$ cat config.mk
export PLATFORM = sky130hd
export DESIGN_NAME = complete_arbiter
export DESIGN_NICKNAME = d
export VERILOG_FILES = /design/src/rtl/complete_arbiter.sv
export SDC_FILE = /design/constraint.sdc
export NUM_CORES = 1
export LEC_CHECK = 0
export BUFFER_PORTS_ARGS = -buffer_cell sky130_fd_sc_hd__buf_2
export CORE_MARGIN = 8
export CORE_UTILIZATION = 55
export DETAILED_ROUTE_END_ITERATION = 8
export PLACE_DENSITY = 0.86
export SYNTH_ARGS = -nofsm -noshare
export SYNTH_HDL_FRONTEND = slang
export SYNTH_SLANG_ARGS = --single-unit
export TNS_END_PERCENT = 10
$ cat constraint.sdc
create_clock -name clk -period 8.95 [get_ports clk]
set_input_delay 1.3425 -clock clk [delete_from_list [all_inputs] [get_ports clk]]
set_output_delay 1.3425 -clock clk [all_outputs]
set_load 0.005 [all_outputs]
$ cat src/rtl/complete_arbiter.sv
// complete_arbiter
//   Collects completion results from NUM_REQ functional units (ALU0..2, LSU)
//   into small per-unit FIFOs and drains up to NUM_SLOT of them per cycle onto
//   the ROB complete / wakeup broadcast slots. FIFO heads are scanned
//   round-robin starting at rr_ptr. A unit gets at most one slot per cycle.
//
// Ports
//   clk, rstn     clock, asynchronous active-low reset
//   flush         synchronous clear of FIFOs, outputs and rr_ptr
//   hold          ROB stall: cmp_* and FIFO heads frozen, pushes still land
//   req_valid     per-unit result valid      req_ready  per-unit FIFO not full
//   req_pc/rd/data  per-unit payload, unit r at [r*W +: W]
//   cmp_valid/pc/rd/data/src  registered completion slots
//   overflow_err  sticky, set when a unit pushes into a full FIFO
module complete_arbiter #(
  parameter int NUM_REQ  = 4,
  parameter int NUM_SLOT = 2,
  parameter int DEPTH    = 2
) (
  input  logic                   clk,
  input  logic                   rstn,
  input  logic                   flush,
  input  logic                   hold,
  input  logic [NUM_REQ-1:0]     req_valid,
  output logic [NUM_REQ-1:0]     req_ready,
  input  logic [NUM_REQ*32-1:0]  req_pc,
  input  logic [NUM_REQ*6-1:0]   req_rd,
  input  logic [NUM_REQ*32-1:0]  req_data,
  output logic [NUM_SLOT-1:0]    cmp_valid,
  output logic [NUM_SLOT*32-1:0] cmp_pc,
  output logic [NUM_SLOT*6-1:0]  cmp_rd,
  output logic [NUM_SLOT*32-1:0] cmp_data,
  output logic [NUM_SLOT*2-1:0]  cmp_src,
  output logic                   overflow_err
);

  localparam int PTR_W = (NUM_REQ > 1) ? $clog2(NUM_REQ) : 1;
  localparam int AW    = $clog2(DEPTH);
  localparam int CW    = AW + 1;

  // FIFO storage and pointers
  logic [31:0]      pc_mem_q   [NUM_REQ][DEPTH];
  logic [31:0]      pc_mem_d   [NUM_REQ][DEPTH];
  logic [5:0]       rd_mem_q   [NUM_REQ][DEPTH];
  logic [5:0]       rd_mem_d   [NUM_REQ][DEPTH];
  logic [31:0]      data_mem_q [NUM_REQ][DEPTH];
  logic [31:0]      data_mem_d [NUM_REQ][DEPTH];
  logic [AW-1:0]    wr_ptr_q   [NUM_REQ];
  logic [AW-1:0]    wr_ptr_d   [NUM_REQ];
  logic [AW-1:0]    rd_ptr_q   [NUM_REQ];
  logic [AW-1:0]    rd_ptr_d   [NUM_REQ];
  logic [CW-1:0]    cnt_q      [NUM_REQ];
  logic [CW-1:0]    cnt_d      [NUM_REQ];

  logic [PTR_W-1:0]       rr_ptr_q, rr_ptr_d;
  logic [NUM_SLOT-1:0]    cmp_valid_q, cmp_valid_d;
  logic [NUM_SLOT*32-1:0] cmp_pc_q, cmp_pc_d;
  logic [NUM_SLOT*6-1:0]  cmp_rd_q, cmp_rd_d;
  logic [NUM_SLOT*32-1:0] cmp_data_q, cmp_data_d;
  logic [NUM_SLOT*2-1:0]  cmp_src_q, cmp_src_d;
  logic                   overflow_q, overflow_d;

  logic [NUM_REQ-1:0]  not_empty;
  logic [NUM_REQ-1:0]  grant;
  logic [NUM_REQ-1:0]  push;
  logic [NUM_REQ-1:0]  pop;
  logic [PTR_W-1:0]    scan_idx [NUM_REQ];
  logic [PTR_W-1:0]    slot_src [NUM_SLOT];
  logic [NUM_SLOT-1:0] slot_hit;
  logic [PTR_W-1:0]    last_idx;

  // Ready depends only on the registered count: a pop in the same cycle does
  // not open up space until the next cycle.
  always_comb begin
    for (int r = 0; r < NUM_REQ; r++) begin
      not_empty[r] = (cnt_q[r] != '0);
      req_ready[r] = (cnt_q[r] < CW'(DEPTH));
      scan_idx[r]  = PTR_W'((int'(rr_ptr_q) + r) % NUM_REQ);
    end
  end

  // Slot s takes the first non-empty head in rotated order that no earlier
  // slot already took.
  always_comb begin
    grant    = '0;
    slot_hit = '0;
    last_idx = rr_ptr_q;
    for (int s = 0; s < NUM_SLOT; s++) begin
      slot_src[s] = '0;
    end
    for (int s = 0; s < NUM_SLOT; s++) begin
      for (int k = 0; k < NUM_REQ; k++) begin
        if (!slot_hit[s] && not_empty[scan_idx[k]] && !grant[scan_idx[k]]) begin
          grant[scan_idx[k]] = 1'b1;
          slot_hit[s]        = 1'b1;
          slot_src[s]        = scan_idx[k];
          last_idx           = scan_idx[k];
        end
      end
    end
  end

  // FIFO next state
  always_comb begin
    pc_mem_d   = pc_mem_q;
    rd_mem_d   = rd_mem_q;
    data_mem_d = data_mem_q;
    wr_ptr_d   = wr_ptr_q;
    rd_ptr_d   = rd_ptr_q;
    cnt_d      = cnt_q;
    push       = '0;
    pop        = '0;
    for (int r = 0; r < NUM_REQ; r++) begin
      push[r] = req_valid[r] & req_ready[r] & ~flush;
      pop[r]  = grant[r] & ~hold & ~flush;
      if (push[r]) begin
        pc_mem_d[r][wr_ptr_q[r]]   = req_pc[r*32 +: 32];
        rd_mem_d[r][wr_ptr_q[r]]   = req_rd[r*6 +: 6];
        data_mem_d[r][wr_ptr_q[r]] = req_data[r*32 +: 32];
        wr_ptr_d[r]                = wr_ptr_q[r] + AW'(1);
      end
      if (pop[r]) begin
        rd_ptr_d[r] = rd_ptr_q[r] + AW'(1);
      end
      cnt_d[r] = cnt_q[r] + CW'(push[r]) - CW'(pop[r]);
      if (flush) begin
        wr_ptr_d[r] = '0;
        rd_ptr_d[r] = '0;
        cnt_d[r]    = '0;
      end
    end
  end

  // Completion slots, round-robin pointer, sticky overflow
  always_comb begin
    cmp_valid_d = cmp_valid_q;
    cmp_pc_d    = cmp_pc_q;
    cmp_rd_d    = cmp_rd_q;
    cmp_data_d  = cmp_data_q;
    cmp_src_d   = cmp_src_q;
    rr_ptr_d    = rr_ptr_q;
    overflow_d  = overflow_q | ((|(req_valid & ~req_ready)) & ~flush);
    if (flush) begin
      cmp_valid_d = '0;
      cmp_pc_d    = '0;
      cmp_rd_d    = '0;
      cmp_data_d  = '0;
      cmp_src_d   = '0;
      rr_ptr_d    = '0;
    end else if (!hold) begin
      cmp_valid_d = slot_hit;
      cmp_pc_d    = '0;
      cmp_rd_d    = '0;
      cmp_data_d  = '0;
      cmp_src_d   = '0;
      for (int s = 0; s < NUM_SLOT; s++) begin
        if (slot_hit[s]) begin
          cmp_pc_d[s*32 +: 32]   = pc_mem_q[slot_src[s]][rd_ptr_q[slot_src[s]]];
          cmp_rd_d[s*6 +: 6]     = rd_mem_q[slot_src[s]][rd_ptr_q[slot_src[s]]];
          cmp_data_d[s*32 +: 32] = data_mem_q[slot_src[s]][rd_ptr_q[slot_src[s]]];
          cmp_src_d[s*2 +: 2]    = 2'(slot_src[s]);
        end
      end
      // Next scan starts just past the last winner so every unit gets a turn.
      if (|slot_hit) begin
        rr_ptr_d = (last_idx == PTR_W'(NUM_REQ - 1)) ? '0 : last_idx + PTR_W'(1);
      end
    end
  end

  always_ff @(posedge clk or negedge rstn) begin
    if (!rstn) begin
      for (int r = 0; r < NUM_REQ; r++) begin
        for (int e = 0; e < DEPTH; e++) begin
          pc_mem_q[r][e]   <= '0;
          rd_mem_q[r][e]   <= '0;
          data_mem_q[r][e] <= '0;
        end
        wr_ptr_q[r] <= '0;
        rd_ptr_q[r] <= '0;
        cnt_q[r]    <= '0;
      end
      rr_ptr_q    <= '0;
      cmp_valid_q <= '0;
      cmp_pc_q    <= '0;
      cmp_rd_q    <= '0;
      cmp_data_q  <= '0;
      cmp_src_q   <= '0;
      overflow_q  <= 1'b0;
    end else begin
      pc_mem_q    <= pc_mem_d;
      rd_mem_q    <= rd_mem_d;
      data_mem_q  <= data_mem_d;
      wr_ptr_q    <= wr_ptr_d;
      rd_ptr_q    <= rd_ptr_d;
      cnt_q       <= cnt_d;
      rr_ptr_q    <= rr_ptr_d;
      cmp_valid_q <= cmp_valid_d;
      cmp_pc_q    <= cmp_pc_d;
      cmp_rd_q    <= cmp_rd_d;
      cmp_data_q  <= cmp_data_d;
      cmp_src_q   <= cmp_src_d;
      overflow_q  <= overflow_d;
    end
  end

  assign cmp_valid    = cmp_valid_q;
  assign cmp_pc       = cmp_pc_q;
  assign cmp_rd       = cmp_rd_q;
  assign cmp_data     = cmp_data_q;
  assign cmp_src      = cmp_src_q;
  assign overflow_err = overflow_q;

endmodule

=== Word level (Yosys, flattened, before mapping) ===
Cells that the tools add are included.

* Logic and storage cells: 353
* Register bits: 725

* Order comparisons: 24
* Bitwise logic cells: 37
* Reduce and logical (&&, ||, !) cells: 52
* Muxes and demuxes: 175
* Equal/unequal tests: 2
* Add/subtract/negate cells: 20

{| class="wikitable"
|+ Operators by type and width
! kind !! count
|-
| 2-to-1 mux 64 bit || 12
|-
| 2-to-1 mux 32 bit || 20
|-
| binary-select mux 64 bit (select 2 bit) || 4
|-
| bitwise mux 64 bit || 8
|-
| demux 32 bit (select 1 bit) || 4
|-
| 2-to-1 mux 12 bit || 6
|-
| 2-to-1 mux 6 bit || 12
|-
| 2-to-1 mux 2 bit || 27
|-
| binary-select mux 12 bit (select 2 bit) || 2
|-
| bitwise mux 12 bit || 4
|-
| 2-to-1 mux 1 bit || 44
|-
| 2-to-1 mux 4 bit || 10
|-
| binary-select mux 1 bit (select 2 bit) || 14
|-
| bitwise OR 4 bit || 7
|-
| nonzero test 2 bit || 13
|-
| demux 6 bit (select 1 bit) || 4
|-
| logical AND 1 bit || 22
|-
| bitwise AND 1 bit || 17
|-
| zero test 1 bit || 14
|-
| greater-or-equal comparator 2 bit (second input constant) || 6
|-
| less-than comparator 2 x 3 -> 1 bit (second input constant) || 4
|-
| NOT 1 -> 2 bit || 6
|-
| adder 1 bit (second input constant) || 8
|-
| adder 2 x 1 -> 2 bit || 4
|-
| 18 further kinds || 38
|}

=== Logic depth before layout (Yosys ltp) ===
* Depth after elaboration: 51
* Gate-level depth with buffers: 22
* Mapped depth without buffers: 19

=== Worst setup path before layout ===
Ideal clock, no wire load.

* Path type: reg2reg
* Start point: register rr_ptr_q[0]
* End point: register cnt_q[0] (netlist name)
* Clock period less this slack: 5,076 ps
* Library setup time: 129 ps
* Cell stages (with the launch flop): 21
* Slack: 3,874 ps
* Data arrival time: 4,947 ps
* Cell sequence: dfrtp_1 > clkbuf_1 > inv_1 > clkbuf_1 > ha_1 > clkbuf_1 > mux4_2 > nor4bb_1 > or4_4 > a32o_1 > nor4_4 > nand2_1 > o211ai_2 > a31oi_1 > a21boi_2 > a221oi_1 > nor3_1 > ha_1 > inv_1 > ha_1 > nor2b_1

{| class="wikitable"
|+ RTL lines
! what !! RTL line !! RTL
|-
| start, declared || 55 || <nowiki>logic [PTR_W-1:0] rr_ptr_q, rr_ptr_d;</nowiki>
|-
| start signal, assigned || 197 || <nowiki>rr_ptr_q <= rr_ptr_d;</nowiki>
|-
| end signal, assigned || 196 || <nowiki>cnt_q <= cnt_d;</nowiki>
|-
| end, declared || 52 || <nowiki>logic [CW-1:0] cnt_q [NUM_REQ];</nowiki>
|}

=== Final worst setup path ===
* Start point: register rr_ptr_q[1]
* End point: register cmp_data_q[51] (netlist: cmp_data[51])

* Longest elaborated chain between the ends: 51

{| class="wikitable"
|+ RTL lines
! what !! RTL line !! RTL
|-
| less-than comparator 2 x 3 -> 1 bit (implied by the code), or another cell as far along || 94 || <nowiki>grant[scan_idx[k]] = 1'b1;</nowiki>
|-
| logical AND 1 bit (implied by the code) or 2-to-1 mux 1 bit (tied branches) || 94, 93 ||
|-
| 2-to-1 mux 1 bit (implied by the code) or zero test 1 bit (tied branches) || 94, 93 ||
|-
| demux 1 bit (select 2 bit) or logical AND 1 bit (tied branches) || 94, 93 ||
|-
| 2-to-1 mux 4 bit || 93 || <nowiki>if (!slot_hit[s] && not_empty[scan_idx[k]] && !grant[scan_idx[k]]) begin</nowiki>
|-
| binary-select mux 1 bit (select 2 bit) || 93 ||
|-
| 2-to-1 mux 1 bit (implied by the code) || 93 ||
|-
| zero test 1 bit || 93 ||
|-
| [32 not listed] || -- ||
|-
| NOT 2 -> 3 bit (implied by the code) || 160 || <nowiki>cmp_data_d[s*32 +: 32] = data_mem_q[slot_src[s]][rd_ptr_q[slot_src[s]]];</nowiki>
|-
| binary-select mux 1 bit (select 2 bit) || 160 ||
|-
| 2-to-1 mux 1 bit (implied by the code) (2 in series) || 160 ||
|-
| NOT 1 -> 2 bit (implied by the code) || 160 ||
|-
| 2-to-1 mux 32 bit (implied by the code) (3 in series) || 160 ||
|-
| 2-to-1 mux 32 bit (*) || 157 || <nowiki>if (slot_hit[s]) begin</nowiki>
|-
| 2-to-1 mux 64 bit (*) || 150 || <nowiki>end else if (!hold) begin</nowiki>
|-
| 2-to-1 mux 64 bit (*) || 143 || <nowiki>if (flush) begin</nowiki>
|-
| end signal, assigned || 201 || <nowiki>cmp_data_q <= cmp_data_d;</nowiki>
|-
| end, declared || 59 || <nowiki>logic [NUM_SLOT*32-1:0] cmp_data_q, cmp_data_d;</nowiki>
|}

Every way passes the cells marked *; elsewhere a longest branch is shown, timed or not. The select of a mux whose other input is x is not followed.
A chain may end at the register's enable or synchronous reset.

==> results.json <==
{
  "worst_pin_slew_ps": 1310,
  "period_minus_slack_ps": 6910,
  "drt_iter0_drc": 2892,
  "gp_congestion": 0.901,
  "critical_path.top_delay_family": "compound AO/OA/AOI/OAI gates",
  "path_class": "reg2reg",
  "ys_seq_area_share_pct": 47.7,
  "worstPathMaxFanout": 40,
  "drive_gt1_share_pct": 31.4,
  "slew_viol_final": 0,
  "cts_buffer_depth": 3,
  "grt_pass1_wl_um": 178000,
  "wl_per_cell_um": 24.0,
  "netlist_instances": 3518,
  "first_global_vias": 31200,
  "crit_buf_inv": 3,
  "avgSynthCellArea_sq_um": 10.8,
  "clk_latency_ps": 640,
  "cts_root_buf": "clkbuf_16",
  "slowest_stage": "clkinv_2",
  "timing.final.hold_violations": 0,
  "via_per_inst": 6.34,
  "crit_path_end_kind": "register",
  "vias": 30400,
  "tns_ps": 0,
  "start_util_pct": 55.5,
  "wl_um": 115000,
  "antenna_found_initial": 41,
  "grt.overflow.total": 0,
  "die_area_sq_um": 77800,
  "rrSetupSlack_ps": 2040,
  "io_pins": 439,
  "start_kind": "register",
  "fin_nets": 4115,
  "synth-edff-count": 0,
  "grt_use_total_pct": 28.7,
  "netlist_area_sq_um": 38000,
  "drtPass1Iterations": 6,
  "numCtsBuffers": 78,
  "finalCritPeriodShare_pct": 77.3,
  "cts.repair.resized": 0,
  "core_area_sq_um": 68500,
  "area_growth_pct": 14.5,
  "cts_tree": "built",
  "hp-class": "reg2reg",
  "synth_cell_type_count": 75,
  "cap_violations": 0,
  "rsz0062_at_grt": "false",
  "cts_hold_buffers": 0,
  "clock_sinks": 725,
  "port_buffers": 438,
  "grt_max_degree": 211,
  "synthArstFlopShare_pct": 100,
  "h-tree-depth": 3,
  "ant_nets": 0,
  "synthFlopType": "dfrtp_1",
  "synth-seq-cells": 725,
  "syn_nets": 3821,
  "die_x_um": 279,
  "clk_pin_slew_worst_paths_ps": 60,
  "rows": 96,
  "ys_warn_count": 0,
  "hpwl_um": 70300,
  "fmaxAchievable_ghz": 0.145,
  "worstPathCellList": "inv_1, ha_1, mux4_2, nor2_1, a221o_1, o221ai_2, o21a_1, a21o_1, or3_1, a31oi_1, a21boi_2, nor4_1, nor3_2, clkinv_2, buf_4, o21ai_1",
  "slew_headroom_pct": 12.4,
  "holdWs_ps": 469,
  "status": "finished clean",
  "drc": 0,
  "cts_setup_buffers": 0,
  "final-setup-viol-count": 0,
  "cp.arrival_ps": 7460,
  "die_h_um": 279,
  "critPathMaxStageDelay_ps": 790,
  "fin_skew_ps": 31.8,
  "crit_required_ps": 9490
}
==> worst paths after layout <==
path / from / end / cells after the start
max: rr_ptr_q[1] / cmp_data[51] / 16
min: cmp_valid[0] / cmp_valid[0] / 2
max reg2reg: rr_ptr_q[1] / cmp_data[51] / 16
min reg2reg: cmp_valid[0] / cmp_valid[0] / 2
max in group asynchronous: rstn / rd_ptr_q[2] / 3
min in group asynchronous: rstn / pc_mem_q[177] / 1
==> registers in the layout, summed over array words and instances (netlist names) <==
signal and flops:
cmp_pc 64, cmp_src 4, cnt_q 8, cmp_valid 2, cmp_rd 12, data_mem_q 256, rd_mem_q 48, overflow_err 1
rd_ptr_q 4, wr_ptr_q 4, pc_mem_q 256, rr_ptr_q 2, cmp_data 64
==> synthesized netlist by cell type (14+ instances only) <==
| library cell | n | area, sq um |
|---|---|---|
| a311oi_1 | 70 | 613 |
| a31oi_1 | 72 | 450 |
| and3_1 | 72 | 450 |
| buf_2 | 30 | 150 |
| buf_6 | 21 | 236 |
| clkbuf_1 | 205 | 769 |
| dfrtp_1 | 725 | 18100 |
| ha_1 | 15 | 188 |
| inv_1 | 17 | 63.8 |
| mux2_2 | 564 | 6350 |
| mux2i_1 | 489 | 4890 |
| nand2_1 | 736 | 2760 |
| nand3_1 | 145 | 726 |
| nor2_1 | 47 | 176 |
| o21ai_0 | 48 | 240 |
| o21ai_1 | 104 | 521 |
| xnor2_1 | 14 | 123 |
==> through the flow <==
stage,cell area [sq um],util (%),std cells,setup WS (ps)
6_report,43500,63.5,4789,2040
5_1_grt,43500,63.5,4781,1570
4_1_cts,43400,63.4,4755,2210
3_5_place_dp,40600,59.4,4614,2220
3_3_place_gp,40600,59.4,4614,2380
2_1_floorplan,38000,-,3518,3870
==> worst min-delay path, delay by kind of cell (launching register included) <==
kind | cells | cell delay (ps)
flip-flops | 1 | 330
AND/OR/NAND/NOR | 2 | 100
==> area by class of cell <==
class	instances	area (sq um)
clock inverters	34	537
diodes	34	85.1
flip-flops and latches	725	18100
fillers	5065	25000
well taps	882	1100
clock buffers	107	2240
inverters	18	68.8
multi-input cells	2507	18700
repair buffers	482	2650
==> metal layers <==
layer | up-vias | share of wire [%] | global-route usage, %
li1 | 13100 | - | -
met1 | 15200 | 38 | 35.6
met2 | 1699 | 49 | 47.2
met3 | 377 | 9.4 | 6.54
met4 | 18 | 4.4 | 14.3
met5 | - | 0.099 | 0
==> logic make-up after synthesis <==
group | synth area share (%)
fa+ha+maj | 0.494
xor+xnor | 0.415
buf+inv | 3.42
simple gates | 11.9
compound gates | 6.22
flops | 47.7
mux | 29.8
==> cells in the final DEF (no fill, tap or decap), drive strengths merged, types with 3 or more instances in the layout <==
| cell | instances |
|---|---|
| a211oi | 4 |
| a21o | 3 |
| a21oi | 14 |
| a22oi | 4 |
| a311oi | 70 |
| a31oi | 72 |
| and2 | 3 |
| and3 | 72 |
| buf | 482 |
| bufinv | 9 |
| clkbuf | 107 |
| clkinv | 22 |
| clkinvlp | 3 |
| dfrtp | 725 |
| diode | 34 |
| ha | 15 |
| inv | 18 |
| mux2 | 565 |
| mux2i | 489 |
| mux4 | 3 |
| nand2 | 736 |
| nand2b | 4 |
| nand3 | 145 |
| nor2 | 48 |
| nor2b | 11 |
| nor3 | 12 |
| nor3b | 7 |
| nor4 | 3 |
| o211ai | 3 |
| o21a | 3 |
| o21ai | 153 |
| o21bai | 4 |
| or2 | 6 |
| or3 | 3 |
| xnor2 | 14 |
| xor2 | 4 |
Power is left out: the tool's default activity adds up to more than one toggle a clock period on the data nets, which glitch-free logic cannot reach.
